==> src/rtl/fib_scr_pkg.sv <==
// Shared types and Gray-code helpers for the Fibonacci/Gray scrambler.
// Helpers work on a fixed maximum width; callers zero-extend and truncate.
package fib_scr_pkg;

  typedef enum logic [1:0] {
    MODE_XOR    = 2'd0,
    MODE_GRAY   = 2'd1,
    MODE_DEGRAY = 2'd2,
    MODE_RAW    = 2'd3
  } scr_mode_e;

  localparam int MAX_W = 64;

  function automatic logic [MAX_W-1:0] bin2gray(input logic [MAX_W-1:0] x);
    return x ^ (x >> 1);
  endfunction

  // Zero upper bits stay zero in the prefix XOR, so the truncated result is exact.
  function automatic logic [MAX_W-1:0] gray2bin(input logic [MAX_W-1:0] g);
    logic [MAX_W-1:0] b;
    b = '0;
    b[MAX_W-1] = g[MAX_W-1];
    for (int i = MAX_W - 2; i >= 0; i--) begin
      b[i] = b[i+1] ^ g[i];
    end
    return b;
  endfunction

endpackage

==> src/rtl/fib_gray_scrambler_keystream.sv <==
// Fibonacci keystream generator: holds (f0,f1), presents f0 as the key and
// steps to (f1, f0+f1 mod 2^WIDTH) on each advance.
module fib_keystream #(
  parameter int          WIDTH = 16,
  parameter int unsigned SEED0 = 0,
  parameter int unsigned SEED1 = 1
) (
  input  logic             clk,
  input  logic             rst,
  input  logic             restart,
  input  logic [WIDTH-1:0] seed_a,
  input  logic [WIDTH-1:0] seed_b,
  input  logic             advance,
  output logic [WIDTH-1:0] key
);

  localparam logic [WIDTH-1:0] S0 = WIDTH'(SEED0);
  localparam logic [WIDTH-1:0] S1 = WIDTH'(SEED1);

  logic [WIDTH-1:0] r_f0;
  logic [WIDTH-1:0] r_f1;
  logic [WIDTH-1:0] w_f0;
  logic [WIDTH-1:0] w_f1;

  // A restart in the same cycle as an advance makes the seeds the current state.
  assign w_f0 = restart ? seed_a : r_f0;
  assign w_f1 = restart ? seed_b : r_f1;
  assign key  = w_f0;

  always_ff @(posedge clk or posedge rst) begin
    if (rst) begin
      r_f0 <= S0;
      r_f1 <= S1;
    end else if (advance) begin
      r_f0 <= w_f1;
      r_f1 <= w_f0 + w_f1;
    end else if (restart) begin
      r_f0 <= w_f0;
      r_f1 <= w_f1;
    end
  end

endmodule

==> src/rtl/fib_gray_scrambler.sv <==
// Streaming scrambler: per-beat Gray/de-Gray/raw transform XORed with a
// Fibonacci keystream, one registered output stage with valid/ready.
module fib_gray_scrambler
  import fib_scr_pkg::*;
#(
  parameter int          WIDTH = 16,
  parameter int unsigned SEED0 = 0,
  parameter int unsigned SEED1 = 1,
  parameter int          IDX_W = 8
) (
  input  logic             clk,
  input  logic             rst,
  input  logic             restart,
  input  logic [WIDTH-1:0] seed_a,
  input  logic [WIDTH-1:0] seed_b,
  input  logic [1:0]       mode,
  input  logic             in_valid,
  output logic             in_ready,
  input  logic [WIDTH-1:0] in_data,
  output logic             out_valid,
  input  logic             out_ready,
  output logic [WIDTH-1:0] out_data,
  output logic [WIDTH-1:0] out_key,
  output logic [IDX_W-1:0] out_index
);

  logic             w_accept;
  logic [WIDTH-1:0] w_key_p0;
  logic [WIDTH-1:0] w_data_p0;
  logic [IDX_W-1:0] w_idx_p0;
  scr_mode_e        w_mode_p0;

  logic             r_vld_p1;
  logic [WIDTH-1:0] r_data_p1;
  logic [WIDTH-1:0] r_key_p1;
  logic [IDX_W-1:0] r_idx_p1;
  logic [IDX_W-1:0] r_cnt;

  assign in_ready  = !r_vld_p1 || out_ready;
  assign w_accept  = in_valid && in_ready;
  assign w_mode_p0 = scr_mode_e'(mode);
  assign w_idx_p0  = restart ? '0 : r_cnt;

  fib_keystream #(
    .WIDTH (WIDTH),
    .SEED0 (SEED0),
    .SEED1 (SEED1)
  ) u_keystream (
    .clk     (clk),
    .rst     (rst),
    .restart (restart),
    .seed_a  (seed_a),
    .seed_b  (seed_b),
    .advance (w_accept),
    .key     (w_key_p0)
  );

  always_comb begin
    w_data_p0 = in_data ^ w_key_p0;
    case (w_mode_p0)
      MODE_XOR:    w_data_p0 = in_data ^ w_key_p0;
      MODE_GRAY:   w_data_p0 = WIDTH'(bin2gray(MAX_W'(in_data))) ^ w_key_p0;
      MODE_DEGRAY: w_data_p0 = WIDTH'(gray2bin(MAX_W'(in_data ^ w_key_p0)));
      MODE_RAW:    w_data_p0 = in_data;
      default:     w_data_p0 = in_data ^ w_key_p0;
    endcase
  end

  always_ff @(posedge clk or posedge rst) begin
    if (rst) begin
      r_cnt <= '0;
    end else if (w_accept) begin
      r_cnt <= w_idx_p0 + IDX_W'(1);
    end else if (restart) begin
      r_cnt <= '0;
    end
  end

  // p0 -> p1: output register, held while the consumer stalls
  always_ff @(posedge clk or posedge rst) begin
    if (rst) begin
      r_vld_p1  <= 1'b0;
      r_data_p1 <= '0;
      r_key_p1  <= '0;
      r_idx_p1  <= '0;
    end else if (w_accept) begin
      r_vld_p1  <= 1'b1;
      r_data_p1 <= w_data_p0;
      r_key_p1  <= w_key_p0;
      r_idx_p1  <= w_idx_p0;
    end else if (out_ready) begin
      r_vld_p1  <= 1'b0;
    end
  end

  assign out_valid = r_vld_p1;
  assign out_data  = r_data_p1;
  assign out_key   = r_key_p1;
  assign out_index = r_idx_p1;

endmodule
==> config.mk <==
export PLATFORM = sky130hd
export DESIGN_NAME = fib_gray_scrambler
export DESIGN_NICKNAME = d
export VERILOG_FILES = /design/src/rtl/fib_scr_pkg.sv /design/src/rtl/fib_gray_scrambler_keystream.sv /design/src/rtl/fib_gray_scrambler.sv
export SDC_FILE = /design/constraint.sdc
export NUM_CORES = 1
export LEC_CHECK = 0
export BUFFER_PORTS_ARGS = -buffer_cell sky130_fd_sc_hd__buf_2
export CAP_MARGIN = 10
export CORE_ASPECT_RATIO = 1.25
export CORE_MARGIN = 1
export CORE_UTILIZATION = 55
export CTS_CLUSTER_DIAMETER = 40
export CTS_CLUSTER_SIZE = 16
export DETAILED_ROUTE_END_ITERATION = 8
export PLACE_DENSITY_LB_ADDON = 0.3
export SYNTH_ARGS = -nofsm -noshare
export SYNTH_HDL_FRONTEND = slang
export SYNTH_SLANG_ARGS = --single-unit
==> constraint.sdc <==
create_clock -name clk -period 4.3 [get_ports clk]
set_input_delay 0.215 -clock clk [delete_from_list [all_inputs] [get_ports clk]]
set_output_delay 0.215 -clock clk [all_outputs]
set_load 0.02 [all_outputs]
# After elaboration in Yosys (flattened, before gate mapping)

Cells that the tools add are included.

$add $sub $neg: 2
Multiply operators: 0
Div/mod/pow operators: 0
Magnitude comparators: 0
Eq/ne operators: 3
Shift-type cells: 0
Mux-type cells: 11
Bitwise logic cells: 67
Reduce and logical (&&, ||, !) cells: 6

Operator list:

| kind                                                                   | count |
|---|---|
| 16-bit two-way mux                                                     | 6 |
| 16-bit one-hot mux with 4 select lines                                 | 1 |
| 16-bit bitwise XOR                                                     | 3 |
| 1-bit bitwise XOR (second input constant)                              | 46 |
| 16-bit adder                                                           | 1 |
| 8-bit two-way mux                                                      | 2 |
| 1-bit bitwise XOR                                                      | 16 |
| 16-bit by 15-bit bitwise XOR with 16-bit output                        | 1 |
| 8-bit by 1-bit adder with 8-bit output (second input constant)         | 1 |
| 2-bit equality test (second input constant)                            | 2 |
| 2-bit nonzero test                                                     | 2 |
| 2-bit by 1-bit equality test with 1-bit output (second input constant) | 1 |
| 2-bit logical NOT                                                      | 1 |
| 1-bit two-way mux                                                      | 2 |
| 1-bit logical AND                                                      | 1 |
| 1-bit logical NOT                                                      | 1 |
| 1-bit logical OR                                                       | 1 |
| 1-bit bitwise XOR (both inputs constant)                               | 1 |

Bits in registers: 81
Latch bits: 0
RAM bits: 0
Memory bits (read-only): 0
Output and inout bits: 42
Word-level logic and storage cells: 96
Memories: 0

# Logic depth before layout (Yosys ltp)

Gate-level depths: netlist (run 1).

Depth in word-level cells: 63
Depth in mapped cells: 18
Mapped depth without buffers: 16

# Modules after synthesis

A second synthesis (run 1) with hierarchy kept.

Cells, all modules: 577
Area, all modules: 5,318.9 µm²

Modules (own cells, without submodules):

| module             | times used | cells each | area an instance (µm²) |
|---|---|---|---|
| fib_gray_scrambler | 1          | 342        | 2,997.9 |
| fib_keystream      | 1          | 235        | 2,321.0 |

# Worst setup path after synthesis (run 1)

OpenSTA, ideal clock, no wires.

Path type: input to register
Start: input port restart
End: register u_keystream.r_f1[14]
Arrival: 4,101 ps
Required time: 4,180 ps
Setup slack: 79 ps
Stages: 18
Path buffers: 4
Path through: buf_6 -> buf_2 -> clkbuf_1 -> buf_1 -> mux2i_1 -> inv_1 -> ha_1 -> nor2b_1 -> o21ai_0 -> a21boi_0 -> o21ai_0 -> a21boi_0 -> o21ai_0 -> a21boi_0 -> o31a_1 -> o211a_1 -> or3_1 -> a31o_2

Longest elaborated chain between the ends: 3
Elaborated cells between the ends (all ways): 6
Those cells by class: 1 x add/sub; 4 x mux; 1 x reduce/logical

Ends and longest elaborated chain:

| item                                                      | line                                                                   | RTL |
|---|---|---|
| from (decl)                                               | fib_gray_scrambler.sv:13                                               | `input logic restart,` |
| 16-bit two-way mux (on tied branches)                     | fib_gray_scrambler_keystream.sv:26, fib_gray_scrambler_keystream.sv:27 |  |
| 16-bit adder / 16-bit two-way mux (equally long branches) | fib_gray_scrambler_keystream.sv:36, fib_gray_scrambler_keystream.sv:37 |  |
| 16-bit two-way mux                                        | fib_gray_scrambler_keystream.sv:34                                     | `end else if (advance) begin` |
| to (signal assigned)                                      | fib_gray_scrambler_keystream.sv:36                                     | `r_f1 <= w_f0 + w_f1;` |
| to (signal assigned)                                      | fib_gray_scrambler_keystream.sv:39                                     | `r_f1 <= w_f1;` |
| to (decl)                                                 | fib_gray_scrambler_keystream.sv:21                                     | `logic [WIDTH-1:0] r_f1;` |

Several ways; a longest one is shown, not always the timed one. The select of a mux whose other input is x is not followed.
A chain may end at the register's enable or synchronous reset.

# Final worst setup path (run 1)

Start: register u_keystream.r_f0[0]
End: register u_keystream.r_f1[14]

Longest elaborated chain between the ends: 3

Ends and longest elaborated chain:

| item                         | line                               | RTL |
|---|---|---|
| from (decl)                  | fib_gray_scrambler_keystream.sv:20 | `logic [WIDTH-1:0] r_f0;` |
| from (signal assigned)       | fib_gray_scrambler_keystream.sv:35 | `r_f0 <= w_f1;` |
| from (signal assigned)       | fib_gray_scrambler_keystream.sv:38 | `r_f0 <= w_f0;` |
| 16-bit two-way mux           | fib_gray_scrambler_keystream.sv:26 | `assign w_f0 = restart ? seed_a : r_f0;` |
| named net u_keystream.key[0] | fib_gray_scrambler_keystream.sv:14 | `output logic [WIDTH-1:0] key` |
| 16-bit adder                 | fib_gray_scrambler_keystream.sv:36 |  |
| 16-bit two-way mux           | fib_gray_scrambler_keystream.sv:34 |  |

The timed path passes the listed nets, and every way through them passes these cells.

==> metrics.txt, run 1 <==
Flop pwr share=32.7%; critical path endpoint category=flip-flop; Detailed Route Iter0 Violations=322; Pre-antenna DRT Iters=4; max incr delay on CP=0.37 ns; initial antenna violation count=0; Syn Inst Count=554; Reg2Reg Capture Point=u_keystream.r_f1[14]; # rows=38; cts repair resizes=0; Synth Area in Compound Gates=15.7%; Post-DP HPWL=8580 um; WL per Instance=15.3 um; Util after Layout=67.1%; Reg2Reg Launch Point=u_keystream.r_f0[0]; DRC Markers=0; slew margin rel.=40.7%; CP required=4.56 ns; sequential area share after synthesis=39.7%; Reg2Reg Depth=16; Max-cap violations=0; Simple-Gate Fraction of Synth Area=12.9%; Crit path max-delay family=compound AO/OA/AOI/OAI gates; Synth warnings=0; ant diodes=0; Crit-path slowest cell=dfrtp_1; Synthesized Nets=626; clock buffer depth=2; endpoints failing hold=0; clock buffer count from CTS=9; Vias=4188; final period utilization=84.4%; effective utilization at floorplan=57.8%; Seq. cell area=2030 sq um; internal power=0.00189 W; die area=9690 sq um; post-synthesis mux area share=9.77%; sw frac=37.9%; async set-reset flop share out of synthesis=100%; synthesized area=5110 sq um; total track usage=26.1%; GRT Residual Overflow=0; GPL Wtd Cong=0.820; final-stage net count=716; Synth Flop Type=dfrtp_1; Detailed Route WL=11800 um; crit path cell chain=mux2i_1 -> inv_1 -> ha_1 -> inv_1 -> fa_1 -> nor2b_1 -> o21ai_0 -> a21boi_0 -> o21ai_0 -> a21boi_0 -> o21ai_0 -> a21boi_0 -> o31a_1 -> o211a_1 -> or3_1 -> a31o_2; Levels on crit path=16; Max rail drop VDD=0.000222 V; synthesized flop and latch total=81; Worst-Margin Slew=0.888 ns; ratio of total power to cell area=512 nW/um^2; crit path launch type=flip-flop; xor and xnor area share after synthesis=13.0%; min cycle time layout=3.63 ns; top-level port count=97; Antenna Nets Post-Route=0; fmax=0.276 GHz; Slew Viols, Final=0; Post-Route Setup TNS=0 ns; vias in the first global route=4058; critical path fanouts, max=3; clock network power share=19.7%; Worst Path Buf+Inv=2; run status=finished clean; main combinational cell family by area after synthesis=compound AO/OA/AOI/OAI gates; combinational share of power=47.6%; internal reg-to-reg setup slack=0.67 ns; post-synthesis adder-cell area fraction=4.31%; Arrival @ worst endpoint=3.89 ns; CTS HTree Levels=3; largest net degree at the start of global routing=67; CTS tree=built; DIE HEIGHT=110 um; Psw=0.00115 W; Final setup viols=0; Via-to-Cell Ratio=5.45; quantity of I/O buffers inserted on ports=96; Die X=88.2 um; fraction of layout cells with a size suffix above 1=23.6%; core area=8840 sq um; first-pass GRT wire length=19100 um; area of the multi-input gates=2850 sq um; worst min-delay path class=primary input to async pin; Fillers=762; EDFF count, synth=0; synthesized area per cell=9.23 sq um; P&R area growth vs syn=16.2%; root buf cell=clkbuf_8; clock tree sinks=81; unrepaired setup endpoints after global routing=no; class of the most critical setup path=flip-flop to flip-flop; Setup Fix Bufs, Post-CTS=0; clk_lat worst skew=0.37 ns; Synth cell types=56; Clk pin slew, worst setup/hold paths=0.08 ns; Pleak=2.89 nW; Hold Buf Count CTS=0; setup skew after layout=0.0107 ns
-- routing by layer --
metal	vias to the layer above	global-route usage [%]	part of all wire [%]
met5	-	0	0
met4	0	12.1	2.2
met3	22	3.60	5.0
met2	111	42.7	49
met1	1996	34.1	44
li1	2059	-	-
-- power groups by stage --
stage	registers, W	clock network (W)	logic [W]
after floorplan	0.00110	0	0.00101
after global placement	0.00100	0	0.00139
after detailed placement	0.00101	0	0.00143
after CTS	0.000997	0.000605	0.00144
after global routing	0.00101	0.000628	0.00159
final	0.000995	0.000600	0.00145
-- cell usage after synthesis, types with 2 or more instances --
cell      instances  share of area, %
or3_1             5              0.61
dfrtp_1          80                39
a31oi_1           2              0.24
nand3_1           6              0.59
mux2_2            9               2.0
clkbuf_1         24               1.8
xnor3_2           3               1.4
inv_1            31               2.3
xor2_1           18               3.1
mux2i_1          28               5.5
buf_1             3              0.22
mux2i_4           4               1.8
nand2b_1          8              0.98
o31ai_1           5              0.73
nand2_1          73               5.4
nor2_1           46               3.4
a32oi_1           2              0.34
mux2i_2           2              0.54
a21boi_0          3              0.44
o21ai_0          49               4.8
o21ai_1           4              0.39
nor2b_1           3              0.37
nand3b_1          3              0.44
o21a_1            6              0.88
xnor2_2           2              0.64
and3_1            2              0.24
a21oi_1          39               3.8
ha_1             16               3.9
and2_1            3              0.37
xnor2_4           2               1.1
o22ai_1           6              0.73
a21o_1            4              0.59
xnor2_1          40               6.9
-- metrics by stage --
step / setup WS [ns] / total power, W / area (sq um) / hold WS (ns) / cells
after CTS: 0.683 / 0.00304 / 5940 / 0.0301 / 768
after global placement: 0.531 / 0.00239 / 5720 / 0.419 / 753
after detailed placement: 0.444 / 0.00244 / 5720 / 0.424 / 753
after global routing: 0.353 / 0.00323 / 5940 / 0.0891 / 768
after floorplan: 0.0792 / 0.00211 / 5110 / 0.323 / 554
final: 0.671 / 0.00304 / 5940 / 0.00545 / 768
-- kinds of logic (layout without fill, tap and decap cells) --
logic type | count (synthesis) | count (layout)
adders and majority gates | 17 | 17
buffers and inverters | 61 | 155
and+or+nand+nor | 153 | 153
xor gates and xnor gates | 65 | 65
muxes | 43 | 43
AOI/OAI and AO/OA | 134 | 134
DFF | 81 | 81
-- worst reg2reg max path, stage by stage, from the launching register on --
cell and delay, ns:
dfrtp_1 0.37, mux2i_1 0.18, inv_1 0.10, ha_1 0.23, inv_1 0.08, fa_1 0.22, nor2b_1 0.07, o21ai_0 0.25
a21boi_0 0.17, o21ai_0 0.23, a21boi_0 0.15, o21ai_0 0.21, a21boi_0 0.17, o31a_1 0.30, o211a_1 0.24, or3_1 0.32
a31o_2 0.25
-- layout by cell type (no fill, tap or decap), types with 3 or more instances in the layout --
master    instances
xnor3_2           3
nor2_1           46
o21ai_1           4
a21boi_0          3
nor2b_1           3
o31ai_1           5
xor2_1           18
clkbuf_8         13
and2_1            3
mux2i_1          28
dfrtp_1          80
or3_1             5
xnor2_1          40
buf_2            96
ha_1             16
nand2_1          72
mux2_2            9
o21a_1            6
mux2i_4           4
inv_1            30
o21ai_0          49
a21o_1            4
nand2b_1          8
buf_4            12
nand3b_1          3
a21oi_1          39
nand3_1           6
o22ai_1           6
-- area by class of cell --
type,instances,share of cell area [%]
Tap cell,120,2.53
Sequential cell,81,34.2
Inverter,32,2.04
Clock inverter,2,0.590
Multi-Input combinational cell,412,48.1
Timing Repair Buffer,108,9.61
Clock buffer,13,3.01
-- worst max path at each step --
stage	start	end	slack, ns
after floorplan	restart	u_keystream.r_f1[14]	0.08
after global placement	restart	out_data[1]	0.53
after detailed placement	restart	out_data[1]	0.44
after CTS	u_keystream.r_f0[0]	u_keystream.r_f1[14]	0.68
after global routing	u_keystream.r_f0[0]	u_keystream.r_f1[14]	0.35
final	u_keystream.r_f0[0]	u_keystream.r_f1[14]	0.67
-- state kept, by name, summed over array words and instances (netlist names) --
register          flops
out_data             16
out_index             8
out_key              16
out_valid             1
r_cnt                 8
u_keystream.r_f0     16
u_keystream.r_f1     16
Note: power is estimated with default switching activity, not from simulation.
==> run 2, diff against run 1 <==
CORE_UTILIZATION = 51   (was 55)
clock period = 3.2 ns   (was 4.3 ns; I/O delays follow)
==> metrics.txt, run 2 (synthesis gave the netlist of run 1 again) <==
run status=finished clean; crit path launch type=flip-flop; Pleak=3.12 nW; worst setup margin=0.137 ns; Via-to-Cell Ratio=5.35; final period utilization=95.7%; crit path cell chain=mux2_4 -> ha_2 -> inv_2 -> fa_2 -> nor2b_1 -> o21ai_2 -> a21boi_2 -> o21ai_2 -> a21boi_2 -> o21ai_2 -> a21boi_2 -> o31a_1 -> o211a_1 -> or3_1 -> a31o_2; DRC Markers=0; # rows=40; initial antenna violation count=0; Hold Buf Count CTS=0; fraction of layout cells with a size suffix above 1=30.2%; core area=9660 sq um; critical path fanouts, max=2; combinational share of power=49.4%; most frequent cells in the layout=buf_2, dfrtp_1, nand2_1; WL per Instance=15.0 um; sw frac=36.4%; worst min-delay path class=primary input to flip-flop; total track usage=24.8%; Reg2Reg Launch Point=u_keystream.r_f1[0]; Place WS=-0.160 ns; clk_lat worst skew=0.34 ns; ratio of total power to cell area=716 nW/um^2; die area=10400 sq um; clock buffer depth=2; worst hold path depth=2; Die X=91.6 um; Placed Area=6070 sq um; GRT Residual Overflow=0; Clk pin slew, worst setup/hold paths=0.06 ns; Psw=0.00167 W; Detailed Route Iter0 Violations=266; Arrival @ worst endpoint=3.29 ns; Flop pwr share=29.5%; critical path endpoint category=flip-flop; Max rail drop VDD=0.000371 V; endpoints failing hold=0; fmax=0.327 GHz; clock network power share=21.0%; design area=6400 sq um; GPL Wtd Cong=0.830; effective utilization at floorplan=52.9%; CTS HTree Levels=3; clock tree sinks=81; largest net degree at the start of global routing=91; max incr delay on CP=0.37 ns; Final setup viols=0; Vias=4374; class of the most critical setup path=flip-flop to flip-flop; Crit-path slowest cell=dfstp_2; slew margin rel.=30.6%; ant diodes=0; CTS tree=built; Reg2Reg Depth=15; P&R area growth vs syn=25.1%; min cycle time layout=3.06 ns; Antenna Nets Post-Route=0; Slew Viols, Final=0; Pre-antenna DRT Iters=5; vias in the first global route=4355; setup skew after layout=0.00683 ns; Worst-Margin Slew=1.04 ns; quantity of I/O buffers inserted on ports=96; clock buffer count from CTS=9; internal power=0.00291 W; final-stage net count=759; Critical Path Source=u_keystream.r_f1[0]; Tot Pwr=0.00458 W; DIE HEIGHT=114 um; Max-cap violations=0; top-level port count=97; CP required=3.43 ns; first-pass GRT wire length=20300 um; worst hold start=in_valid; commonest non-fill, non-tap cell in the layout=buf_2; root buf cell=clkbuf_16; Detailed Route WL=12300 um; Post-DP HPWL=9040 um
[run 2: changes by cell type in the layout (fill, tap and decap cells not counted), moves of 3 or more]
cell	previous run	this run
mux2i_1	28	25
o21ai_2	0	3
clkbuf_8	13	2
buf_4	12	55
o21ai_0	49	45
a21boi_2	0	3
clkbuf_16	0	9
a21boi_0	3	0
[run 2: what timing repair did]
item | in CTS | in global routing
gates resized for setup | 0 | 7
setup buffers | 0 | 3
setup endpoints to repair | 1 | 3
pin swaps | 1 | 4
[run 2: path summary, 6_finish.rpt]
kind | endpoint | slack, ns
max in group asynchronous | u_keystream.r_f1[7] | 2.38
min in group asynchronous | out_valid | 0.12
min reg2reg | out_index[0] | 0.47
max | u_keystream.r_f1[14] | 0.14
min | out_valid | 0.08
max reg2reg | u_keystream.r_f1[14] | 0.14
[run 2: power by group through the flow]
stage | Sequential (W) | Clock [W] | Combinational (W)
final | 0.00135 | 0.000964 | 0.00227
after global routing | 0.00137 | 0.00102 | 0.00248
after CTS | 0.00135 | 0.000977 | 0.00222
after detailed placement | 0.00137 | 0 | 0.00220
after global placement | 0.00136 | 0 | 0.00214
after floorplan | 0.00149 | 0 | 0.00139
[run 2: cell type report]
| cell class | count | area (sq um) |
|---|---|---|
| clock buffers | 13 | 260 |
| clock inverters | 3 | 15.0 |
| fillers | 793 | 3260 |
| inverters | 32 | 121 |
| multi-input cells | 412 | 2920 |
| flip-flops and latches | 81 | 2030 |
| well taps | 126 | 158 |
| repair buffers | 151 | 893 |
[run 2: routing by layer]
metal / global-route usage (%) / part of all wire, % / vias to the layer above
met3: 4.60 / 4.8 / 21
met2: 42.5 / 50 / 121
met5: 0 / 0 / -
met4: 10.1 / 2.2 / 0
met1: 30.8 / 43 / 2082
li1: - / - / 2150
[run 2: stage by stage]
stage / hold slack (ns) / std cells / util, % / TNS (ns)
finish: 0.0766 / 818 / 66.2 / 0
global route: 0.0879 / 818 / 66.2 / -0.0442
CTS: 0.0723 / 815 / 65.7 / 0
detailed placement: 0.417 / 799 / 62.9 / -0.231
global placement: 0.407 / 799 / 62.9 / -0.0282
floorplan: 0.268 / 554 / - / -0.117
[run 2: critical path, delay by kind of cell (launching register included)]
kind | cells | cell delay (ns)
and+or+nand+nor | 2 | 0.36
DFF | 1 | 0.37
AOI/OAI and AO/OA | 9 | 1.48
adders and majority gates | 2 | 0.40
buffers and inverters | 1 | 0.07
muxes | 1 | 0.27
==> run 3, diff against run 2 <==
CAP_MARGIN = 20   (was 10)
PLACE_DENSITY = 0.77   (was not set)
PLACE_DENSITY_LB_ADDON = not set   (was 0.3)
==> metrics.txt, run 3 (synthesis gave the netlist of run 1 again) <==
Final setup viols=0; Crit-path slowest cell=dfrtp_1; Max-cap violations=0; clock buffer count from CTS=9; crit path launch type=flip-flop; Max rail drop VDD=0.000393 V; met1 Use GR=29.7%; Slew Viols, Final=0; commonest non-fill, non-tap cell in the layout=buf_2; initial antenna violation count=0; root buf cell=clkbuf_16; GPL Wtd Cong=0.839; worst min-delay path class=primary input to flip-flop; quantity of I/O buffers inserted on ports=96; fmax=0.328 GHz; Critical Path Source=u_keystream.r_f0[0]; DIE HEIGHT=114 um; crit path cell chain=mux2i_2 -> inv_1 -> ha_2 -> inv_2 -> fa_2 -> nor2b_1 -> o21ai_1 -> a21boi_2 -> o21ai_2 -> a21boi_2 -> o21ai_2 -> a21boi_2 -> o31a_1 -> o211a_1 -> or3_1 -> a31o_2; effective utilization at floorplan=52.9%; total track usage=24.7%; die area=10400 sq um; clock buffer depth=2; vias in the first global route=4341; first-pass GRT wire length=20000 um; slew margin rel.=48.6%; clock tree sinks=81; CTS HTree Levels=3; Crit path max-delay family=compound AO/OA/AOI/OAI gates; Detailed Route WL=12100 um; Via-to-Cell Ratio=5.29; worst hold start=in_valid; Place WS=-0.136 ns; Post-DP HPWL=9150 um; Die X=91.6 um; critical path fanouts, max=3; Most Used Layer, Global Route=met2; class of the most critical setup path=flip-flop to flip-flop; Clk pin slew, worst setup/hold paths=0.06 ns; core area=9660 sq um; max incr delay on CP=0.38 ns; top-level port count=97; GR Layer Usage met3=3.60%; ratio of total power to cell area=712 nW/um^2; largest net degree at the start of global routing=75; setup skew after layout=0.00460 ns; Pleak=3.16 nW; GRT Residual Overflow=0; fraction of layout cells with a size suffix above 1=30.6%; Fillers=771; ant diodes=0; Fin Hold WS=0.0655 ns; endpoints failing hold=0; worst setup margin=0.149 ns; clk_lat worst skew=0.35 ns; run status=finished clean; WL per Instance=14.6 um; final-stage net count=766; # rows=40; P&R area growth vs syn=26.4%; Detailed Route Iter0 Violations=166; CTS tree=built; Reg2Reg Launch Point=u_keystream.r_f0[0]; Pre-antenna DRT Iters=6; Worst-Margin Slew=0.770 ns; most used cell, CP=a21boi_2; Arrival @ worst endpoint=3.29 ns; DRC Markers=0; M2 GR Usage=42.7%; CP required=3.44 ns; most frequent cells in the layout=buf_2, dfrtp_1, nand2_1; min cycle time layout=3.05 ns; Worst Path Buf+Inv=2; Post-Route Setup TNS=0 ns; critical path endpoint category=flip-flop; Antenna Nets Post-Route=0; final period utilization=95.3%; Vias=4362
==> run 3: cell types whose count changed in the layout (fill, tap and decap cells not counted) <==
cell and delta:
a21oi_1 +1, a21oi_2 -1, a41oi_1 -1, a41oi_2 +1
buf_4 +6, clkbuf_8 +1, clkinv_2 -2, clkinvlp_4 +1
dlygate4sd3_1 +1, o21ai_1 +1, o21ai_2 -1
==> run 3: through the flow <==
stage	util, %	std cells	total power (W)	instance area [sq um]
global placement	63.5	807	0.00352	6130
detailed placement	63.5	807	0.00360	6130
global route	66.9	825	0.00490	6460
finish	66.9	825	0.00460	6460
CTS	66.6	824	0.00460	6430
floorplan	-	554	0.00287	5220
==> run 3: layer usage <==
metal  part of all wire [%]  routed length (um)
met5                      0                   0
met4                    3.1                 380
met3                    2.8                 335
met2                     50                6090
met1                     44                5270
==> run 3: area by class of cell <==
class / count / area, sq um / area share, %
Tap cell: 126 / 158 / 2.44
Timing Repair Buffer: 158 / 948 / 14.7
Clock buffer: 14 / 274 / 4.24
Sequential cell: 81 / 2030 / 31.4
Clock inverter: 2 / 12.5 / 0.194
Multi-Input combinational cell: 412 / 2920 / 45.2
Inverter: 32 / 121 / 1.88
==> run 3: power breakdown <==
| part | switching (W) | internal (W) |
|---|---|---|
| Clock | 0.000393 | 0.000588 |
| Sequential | 0.000106 | 0.00125 |
| Combinational | 0.00116 | 0.00112 |
| Total | 0.00166 | 0.00295 |
==> run 3: final timing paths <==
kind	end	slack [ns]	cells after the start
min in group asynchronous	out_key[0]	0.39	3
min reg2reg	out_index[5]	0.46	2
min	out_valid	0.07	2
max reg2reg	u_keystream.r_f1[14]	0.15	16
max in group asynchronous	out_index[0]	2.00	4
max	u_keystream.r_f1[14]	0.15	16
==> run 3: timing repair <==
| action | 4_1_cts | 5_1_grt |
|---|---|---|
| endpoints found under the setup margin | 0 | 3 |
| endpoints found under the hold margin | 25 | 0 |
| resized for setup | 0 | 6 |
| hold buffers | 1 | 0 |
| buffers inserted | 0 | 1 |
